## config.mk

```make
export PLATFORM = sky130hd
export DESIGN_NAME = event_encoder_8to3
export DESIGN_NICKNAME = d
export VERILOG_FILES = /design/src/rtl/event_encoder_8to3.sv
export SDC_FILE = /design/constraint.sdc
export NUM_CORES = 1
export LEC_CHECK = 0
export ABC_AREA = 1
export CORE_MARGIN = 2
export CORE_UTILIZATION = 46
export DETAILED_ROUTE_END_ITERATION = 7
export PLACE_DENSITY_LB_ADDON = 0.2
export SYNTH_ARGS = -nofsm -noshare
export SYNTH_HDL_FRONTEND = slang
export SYNTH_SLANG_ARGS = --single-unit
```

## constraint.sdc

```tcl
create_clock -name clk -period 2.6 [get_ports clk]
set_input_delay 0.52 -clock clk [delete_from_list [all_inputs] [get_ports clk]]
set_output_delay 0.52 -clock clk [all_outputs]
set_load 0.01 [all_outputs]
```

## src/rtl/event_encoder_8to3.sv

```systemverilog
// Sequential 8-to-3 event encoder: captures strobes into a pending set and
// emits their codes one per accept, bit 7 (code 0) first.
module event_encoder_8to3 (
    input  logic       clk,
    input  logic       rst,
    input  logic       en,
    input  logic [7:0] req,
    output logic [2:0] code,
    output logic       valid,
    input  logic       ready,
    output logic [7:0] pending,
    output logic       coalesce
);

    // Handshake: code is consumed on any edge where valid && ready; valid may
    // rise without ready, never falls without an accept, and code is frozen
    // while valid && !ready.

    logic [7:0] cand;
    logic       load;
    logic [2:0] sel_idx;
    logic [7:0] sel_mask;
    logic [2:0] code_next;
    logic       valid_next;
    logic [7:0] pending_next;
    logic       coalesce_next;

    assign cand = pending | (en ? req : 8'h00);
    assign load = (!valid || ready) && (cand != 8'h00);

    // Ascending scan so the highest set bit is the one left in sel_idx.
    always_comb begin
        sel_idx = 3'd0;
        for (int i = 0; i < 8; i++) begin
            if (cand[i]) begin
                sel_idx = 3'(i);
            end
        end
    end

    assign sel_mask = 8'h01 << sel_idx;

    always_comb begin
        code_next     = code;
        valid_next    = valid;
        pending_next  = cand;
        coalesce_next = en && ((pending & req) != 8'h00);
        if (load) begin
            code_next    = 3'd7 - sel_idx;
            valid_next   = 1'b1;
            pending_next = cand & ~sel_mask;
        end else if (valid && ready) begin
            valid_next = 1'b0;
        end
    end

    always_ff @(posedge clk) begin
        if (rst) begin
            code     <= 3'b000;
            valid    <= 1'b0;
            pending  <= 8'h00;
            coalesce <= 1'b0;
        end else begin
            code     <= code_next;
            valid    <= valid_next;
            pending  <= pending_next;
            coalesce <= coalesce_next;
        end
    end

endmodule

```

After elaboration in Yosys (flattened, before gate mapping)

Cells that the tools add are included.

Flip-flop bits (word level): 13
Bits of input ports: 12
Output and inout port bits: 13
Word-level logic and storage cells: 29

Add/subtract/negate cells: 1
Shift-type cells: 1
Multiplexer cells: 11
Bitwise logic cells: 4
Reduce and logical (&&, ||, !) cells: 8

Operators by type and width:

| kind                | number |
|---|---|
| $mux 3              | 6 |
| $and 8x8->8         | 2 |
| $mux 8              | 2 |
| $reduce_bool 8->1   | 2 |
| $not 8->8           | 1 |
| $or 8x8->8          | 1 |
| $shl 1x3->8 const A | 1 |
| $logic_and 1x1->1   | 3 |
| $mux 1              | 3 |
| $sub 3x3->3 const A | 1 |
| $reduce_bool 2->1   | 1 |
| $logic_not 1->1     | 1 |
| $logic_or 1x1->1    | 1 |

Depth between registers and ports, before layout

Gate-level depths: netlist of the first run.

Word-level depth: 13
Gate-level depth with buffers: 11
Depth with buffers taken out: 10

Worst setup path after synthesis of the first run

OpenSTA, ideal clock, no wires.

Path type: input-to-reg
Start point: in en
End point: reg pending[3]
Setup time: 0.118 ns
Data arrival time: 1.305 ns
Data required time: 2.482 ns
Path slack: 1.177 ns
Stages: 7
Buffers on the path: 1
Cell sequence: buf_6 -> a21oi_2 -> nand2_2 -> nor2_4 -> nand3_2 -> nor2_1 -> a21oi_1

Longest elaborated chain between the ends: 13
Elaborated cells between the ends (all ways): 15
Those cells by class: shift (1); mux (9); bitwise (3); reduce/logical (2)

Ends and longest elaborated chain:

| what                   | line | RTL |
|---|---|---|
| start: declaration     | 6    | `input logic en,` |
| $mux 8 *               | 28   | `assign cand = pending \| (en ? req : 8'h00);` |
| $or 8x8->8 *           | 28   |  |
| $mux 1                 | 35   | `if (cand[i]) begin` |
| $mux 3 (6 in a row)    | 35   |  |
| $shl 1x3->8            | 41   | `assign sel_mask = 8'h01 << sel_idx;` |
| $not 8->8              | 51   | `pending_next = cand & ~sel_mask;` |
| $and 8x8->8            | 51   |  |
| $mux 8 *               | 48   | `if (load) begin` |
| end signal: assignment | 66   | `pending <= pending_next;` |
| end: declaration       | 11   | `output logic [7:0] pending,` |

Every way passes the cells marked *; elsewhere a longest branch is shown, timed or not.
A chain may end at the register's enable or synchronous reset.

Final worst setup path of the first run

Start point: in en
End point: reg pending[5]

Same word-level chain as after synthesis.

==> metrics list, run 1 <==
* Largest net degree at the start of global routing: 11
* Effective utilization at floorplan: 0.482
* Clk_lat worst skew: 280 ps
- Cell-internal power: 0.348 mW
- Leading area contributor after synthesis: sky130_fd_sc_hd__dfxtp_1
* Worst endpoint data arrival time: 2110 ps
* Clock skew: 2.76 ps
* Top cells by area, synth: sky130_fd_sc_hd__dfxtp_1 (36%), sky130_fd_sc_hd__nand2_1 (13%), sky130_fd_sc_hd__a21oi_1 (6.3%), sky130_fd_sc_hd__inv_1 (6.3%), sky130_fd_sc_hd__nor2_1 (4.7%)
* Maximum vdd drop: 0.000321 V
- Part of the total power dissipated in combinational logic: 0.307
* Net switching power: 0.162 mW
- Using the TritonRoute via totals, the vias-per-cell ratio works out to 5.06.
* Count of different cell masters after synthesis: 20
* Achievable frequency: 518 MHz
- Die footprint: 1890 sq um
- Total negative slack for setup checks: 0 ps
- Vias in the first global route: 660
- Number of antenna violations at the first check in global routing: 0
- Of the total power, the share spent switching nets is 0.318.
- # DRC: 0
- The share of total power dissipated in sequential elements is 0.442.
* Worst Hold Class: reg2reg
* Launch point of the worst hold path: code[2]$_SDFFE_PP0P_
- Gates resized during post-CTS repair numbered 0.
- Final setup fails: 0
* Total clock sinks: 13
* Main combinational cell family by area after synthesis: simple AND/OR/NAND/NOR gates
- Area fraction of the dominant cell type after synthesis: 0.362
- NumNets Final: 138
- Worst slew margin: 0.657
- Unrepaired setup endpoints after global routing: false
* GRT Residual Overflow: 0
- After detailed routing, the average wire length per cell comes to 11.2 microns.
* Count of input and output buffers: 24
- Clock Tree Root: sky130_fd_sc_hd__clkbuf_4
* Crit path max fanout: 10
- Via count: 713
* Clock transition at the register clock pins on the worst setup and hold paths after CTS: 80 ps
- Share of cell area taken by muxes after synthesis: 0
* Filler-free cell count of the finished design: 141
- Final max-slew violation count: 0
- Sequential share of the synthesized area: 0.362
- Pin placement for this block handled 25 I/O pins.
* Total standard cell area after synthesis: 718 sq um
- Time the worst path needs with I/O delays and setup: 1930 ps
- CTS built an H-tree with a depth of 1.
- The core region is 1490 sq um.
* First-pass iteration count of the detailed router: 4
- Of the total synthesized cell area, the portion taken by AND, OR, NAND and NOR gates is 0.354.
- CTS Buf Count: 3
* Layout cell share with drive strength beyond 1: 0.168
- The first global-routing pass estimated 2.67 mm of wire.
* GRT Resource Usage Total: 0.188
- Number of nets produced by synthesis: 110
* Mean post-synth cell area: 7.33 sq um
* Adder-Cell Fraction of Synth Area: 0
- Initial detailed-routing violation count: 13
- Yosys printed 0 warnings.
- Critical Path Start Type: primary input
- Hold_buf cts: 0
- Synthesized instance count: 98
- Static leakage: 0.452 nW
- The tool flagged a number of max-cap violations equal to 0.
* Synth Register Bits: 13
- Buffers added to address setup during post-CTS repair amount to 0.
* Antenna cells: 0
* Power share of the clock group: 0.250
- Setup slack on the critical path of the routed design comes to 671 ps.
- Parity-gate share of the synthesized area counting xor and xnor cells: 0
- Tracing the worst setup path back leads to its startpoint at en.
- Reg-to-reg critical path startpoint: pending[6]$_SDFF_PP0_
- The final number of hold-violating endpoints is 0.
- The flow ran to the end, and the final reports show no timing, DRC or antenna violations.
- Placer's final routability congestion estimate: 0.902
- After detailed routing, the total wire length is 1.58 mm.
- From synthesis to final layout, the design area changed by 38.3%.
- The count of nets left with antenna violations once routing finished came out at 0.
- Clock tree from TritonCTS: done
* Floorplan row count: 14
- Pre-CTS setup slack: 394 ps
- At the pin with the least slew margin, the transition time is 512 ps.
- The worst setup path is captured at a flop.
* Bufs on Longest Clock Path: 2
- The wire-length estimate of the detail-placed layout is 1.25 mm.
- In this run the vertical extent of the chip is 43.5 microns.
* Share of the cycle needed by the critical path after routing: 0.742
- Placed cells: 137
- Data on the critical path is required at its endpoint by 2780 ps.
- Ratio of total power to cell area: 513 nW/um^2
- Category of the most critical setup path: in2reg
* Fraction of the mapped netlist area in compound gates: 0.200
* Die extent in x: 43.5 microns
[sequential cells by signal, summed over array words and instances (netlist names)]
signal	flops
valid	1
coalesce	1
pending	8
code	3
[kinds of logic after synthesis]
kind of cell	Yosys count
buffers and inverters	14
flip-flops	13
AND/OR/NAND/NOR	51
AO/OA/AOI/OAI	20
[power groups by stage]
stage | sequential, mW | clock, mW | combinational, mW
after floorplan | 0.237 | 0 | 0.0836
after global placement | 0.230 | 0 | 0.154
after detailed placement | 0.230 | 0 | 0.156
after CTS | 0.226 | 0.131 | 0.157
after global routing | 0.228 | 0.136 | 0.173
final | 0.226 | 0.128 | 0.157
[path summary, 6_finish.rpt]
kind | end | slack, ps | cells past startpoint
worst max-delay path | pending[5]$_SDFF_PP0_ | 670 | 6
worst min-delay path | code[2]$_SDFFE_PP0P_ | 470 | 2
worst max register to register | pending[5]$_SDFF_PP0_ | 1380 | 5
worst min register to register | code[2]$_SDFFE_PP0P_ | 470 | 2
[per-stage QoR]
step	util	power [mW]	cell area [sq um]	hold slack (ps)
after floorplan	-	0.321	718	481
after global placement	0.650	0.384	967	452
after detailed placement	0.650	0.386	967	460
after CTS	0.667	0.514	993	474
after global routing	0.667	0.536	993	490
final	0.667	0.510	993	471
[metal layers]
metal	wire [microns]	global-route usage	vias up
met1	700	0.240	314
met2	751	0.296	22
met4	61	0.127	0
met5	0	0	-
met3	64	0.0250	7
li1	-	-	370
[area by class of cell]
cell class	instances	area [sq um]
well taps	16	20.0
fillers	139	495
repair buffers	24	240
clock buffers	4	26.3
multi-input cells	71	398
inverters	13	48.8
flip-flops and latches	13	260
[Yosys cell counts]
cell type	instances
sky130_fd_sc_hd__a21oi_1	9
sky130_fd_sc_hd__a21oi_2	3
sky130_fd_sc_hd__a21oi_4	2
sky130_fd_sc_hd__a221oi_1	2
sky130_fd_sc_hd__buf_6	1
sky130_fd_sc_hd__dfxtp_1	13
sky130_fd_sc_hd__inv_1	12
sky130_fd_sc_hd__inv_2	1
sky130_fd_sc_hd__nand2_1	24
sky130_fd_sc_hd__nand2_2	4
sky130_fd_sc_hd__nand2_4	2
sky130_fd_sc_hd__nand3_1	5
sky130_fd_sc_hd__nand3_2	1
sky130_fd_sc_hd__nand4_1	1
sky130_fd_sc_hd__nor2_1	9
sky130_fd_sc_hd__nor2_2	1
sky130_fd_sc_hd__nor2_4	2
sky130_fd_sc_hd__o21ai_0	3
sky130_fd_sc_hd__o21bai_1	1
sky130_fd_sc_hd__or2_2	2
[critical path, stage by stage]
cell and delay [ps]:
sky130_fd_sc_hd__clkdlybuf4s50_1 670, sky130_fd_sc_hd__a21oi_2 290, sky130_fd_sc_hd__nand2_1 130, sky130_fd_sc_hd__o21bai_1 230, sky130_fd_sc_hd__o21ai_0 210, sky130_fd_sc_hd__inv_1 50
[placed cells by master (no fill, tap or decap)]
| cell | synthesis | final |
|---|---|---|
| sky130_fd_sc_hd__a21oi_1 | 9 | 9 |
| sky130_fd_sc_hd__a21oi_2 | 3 | 3 |
| sky130_fd_sc_hd__a21oi_4 | 2 | 2 |
| sky130_fd_sc_hd__a221oi_1 | 2 | 2 |
| sky130_fd_sc_hd__clkbuf_1 | 0 | 1 |
| sky130_fd_sc_hd__clkbuf_4 | 0 | 3 |
| sky130_fd_sc_hd__clkdlybuf4s50_1 | 0 | 24 |
| sky130_fd_sc_hd__dfxtp_1 | 13 | 13 |
| sky130_fd_sc_hd__inv_1 | 12 | 12 |
| sky130_fd_sc_hd__inv_2 | 1 | 1 |
| sky130_fd_sc_hd__nand2_1 | 24 | 24 |
| sky130_fd_sc_hd__nand2_2 | 4 | 4 |
| sky130_fd_sc_hd__nand2_4 | 2 | 2 |
| sky130_fd_sc_hd__nand3_1 | 5 | 5 |
| sky130_fd_sc_hd__nand3_2 | 1 | 1 |
| sky130_fd_sc_hd__nand4_1 | 1 | 1 |
| sky130_fd_sc_hd__nor2_1 | 9 | 9 |
| sky130_fd_sc_hd__nor2_2 | 1 | 1 |
| sky130_fd_sc_hd__nor2_4 | 2 | 2 |
| sky130_fd_sc_hd__o21ai_0 | 3 | 3 |
| sky130_fd_sc_hd__o21bai_1 | 1 | 1 |
| sky130_fd_sc_hd__or2_2 | 2 | 2 |
No activity file was read; power rests on OpenSTA's default activity.
==> inputs of run 2 (changes only) <==
- CORE_UTILIZATION: 46 -> 43
- clock period: 2.6 -> 1.8 ns (I/O delays scaled with it)
==> run 2 against run 1 <==
Worst hold slack is essentially flat; cell area rose by 3.8%; routed wire length increased by 0.76%; non-clock buffer count up 5; global-route usage decreased by 0.85 points; largest cell class unchanged; first-iteration DRC count decreased by 23%; core utilization up 0.16 points; register-to-register slack got worse by 780 ps; critical path type is now reg2out; largest power group unchanged; setup slack worse by 480 ps.
==> metrics list, run 2 (same netlist as run 1, synthesis figures left out) <==
* Achievable frequency: 623 MHz
- Time the worst path needs with I/O delays and setup: 1610 ps
- Placeable Area: 1540 sq um
- Clock tree from TritonCTS: done
- Hold is met by 471 ps.
- Wire length of the first global-routing pass: 2.63 mm
* Filler-free cell count of the finished design: 146
- After detailed routing, the average wire length per cell comes to 10.9 microns.
- The initial utilization of the core area, before any placement, comes to 0.466.
* Crit path max fanout: 3
* Setup bufs post-CTS: 0
- Worst Hold Class: reg2reg
- Number of placed I/O pins: 25
- Unrepaired setup endpoints after global routing: false
- Total length of routed wires: 1.59 mm
- Total clock sinks: 13
* Ratio of total power to cell area: 724 nW/um^2
- The root buffer cell chosen for the clock tree is sky130_fd_sc_hd__clkbuf_4.
- Die extent in x: 44.9 microns
* Clock transition at the register clock pins on the worst setup and hold paths after CTS: 80 ps
* Final standard cell area without fillers: 1030 sq um
- In this run the static leakage power is 0.475 nW.
* # Max-Cap Violations: 0
- Leaving out fill and tap cells, the most frequent cells in the layout are sky130_fd_sc_hd__nand2_1 (24), sky130_fd_sc_hd__clkdlybuf4s50_1 (24), sky130_fd_sc_hd__dfxtp_1 (13).
- Hold Violations, Final: 0
* First-pass iteration count of the detailed router: 4
- NumNets Final: 143
- Hold_buf cts: 0
* Count of cells resized by post-cts repair: 0
- The routed layout has 715 vias.
- Most flops, register: pending
- # DRC: 0
* Number of antenna violations at the first check in global routing: 0
* Highest cell delay on the worst timing path: 570 ps
* Cell type group with the largest total delay on the critical path: buffers and inverters
- Once placement completed, the tool counted placed cells totaling 142.
* Placed wire-length estimate after detailed placement: 1.30 mm
* Maximum vdd drop: 0.000434 V
- Mean number of vias per cell: 4.90
* Worst path bufs/invs: 1
- Required time at the endpoint of the critical path: 1440 ps
- For this run, the total global-route usage over all layers was measured as 0.180.
* GRT Residual Overflow: 0
* Vias in the first global route: 665
* Category of the most critical setup path: reg2out
- Level count of the clock H-tree: 1
- The clock reaches the later pin of the worst-skew pair after 280 ps.
* Clock skew: 1.55 ps
- Post-route setup slack: 194 ps
- Data arrives at the worst endpoint at 1250 ps.
- Cell chain of the critical path: clkdlybuf4s50_1
- Critical path capture point type: output port
- Setup violations remaining at the end of the flow were counted as 0.
- Compared with the post-synthesis result, the final layout area differs by 43.6%.
* Sum of internal, switching and leakage power: 0.747 mW
- The final-report max-slew violation count was 0.
- On the critical path, the stage with the largest delay is an instance of sky130_fd_sc_hd__clkdlybuf4s50_1.
- Worst slew margin: 0.809
- Dividing the final minimum period by the clock period gives 0.892.
- The number of antenna diodes in the final layout is 0.
- Count of input and output buffers: 24
- Die Height: 44.9 microns
- Layout cell share with drive strength beyond 1: 0.200
- For the pin with the worst max-slew slack, the measured transition is 286 ps.
- The floorplan has 14 rows.
- In this run the cell area measured after placement is 1000 sq um.
- The worst setup path is launched from a flop.
* Registers with the most flip-flops: pending (8), code (3)
- CTS Buf Count: 3
- Placer's final routability congestion estimate: 0.870
- Entering global routing, the biggest net connects 9 pins.
* Status: completed
* Max reg flops: 8
- The first routing iteration left 10 violations.
- No sink is reached through more buffers than the 2 on the longest clock path.
- Layout filler cell count: 141
- The die covers 2010 sq um.
- The count of nets left with antenna violations once routing finished came out at 0.
- At the placement stage, the worst setup path has a slack of -34.6 ps.
[run 2: metal layers]
layer / wire length, microns / vias up / track usage
met1: 706 / 319 / 0.211
met5: 0 / - / 0
met3: 72 / 3 / 0.0480
met4: 21 / 0 / 0.0706
li1: - / 377 / -
met2: 790 / 16 / 0.310
[run 2: final cells by class]
cell class	count	area, sq um	share of cell area
tap	16	20.0	0.0194
multi-input combinational	71	398	0.386
sequential	13	260	0.252
inverter	13	48.8	0.0473
clock buffer	4	26.3	0.0255
timing repair buffer	29	278	0.269
[run 2: per-stage QoR]
| stage | TNS, ps | util |
|---|---|---|
| final | 0 | 0.669 |
| after global routing | 0 | 0.669 |
| after CTS | 0 | 0.669 |
| after detailed placement | -52.2 | 0.652 |
| after global placement | -272 | 0.652 |
| after floorplan | 0 | - |
[run 2: worst paths after layout]
path / start / endpoint / depth (start not counted) / slack [ps]
min: code[2]$_SDFFE_PP0P_ / code[2]$_SDFFE_PP0P_ / 2 / 470
max: pending[5]$_SDFF_PP0_ / pending[5] / 1 / 190
min reg2reg: code[2]$_SDFFE_PP0P_ / code[2]$_SDFFE_PP0P_ / 2 / 470
max reg2reg: pending[4]$_SDFF_PP0_ / pending[3]$_SDFF_PP0_ / 6 / 600
[run 2: power by group]
part	total (mW)	internal, mW	switching [mW]
Sequential	0.326	0.310	0.0154
Combinational	0.236	0.116	0.121
Clock	0.185	0.0860	0.0988
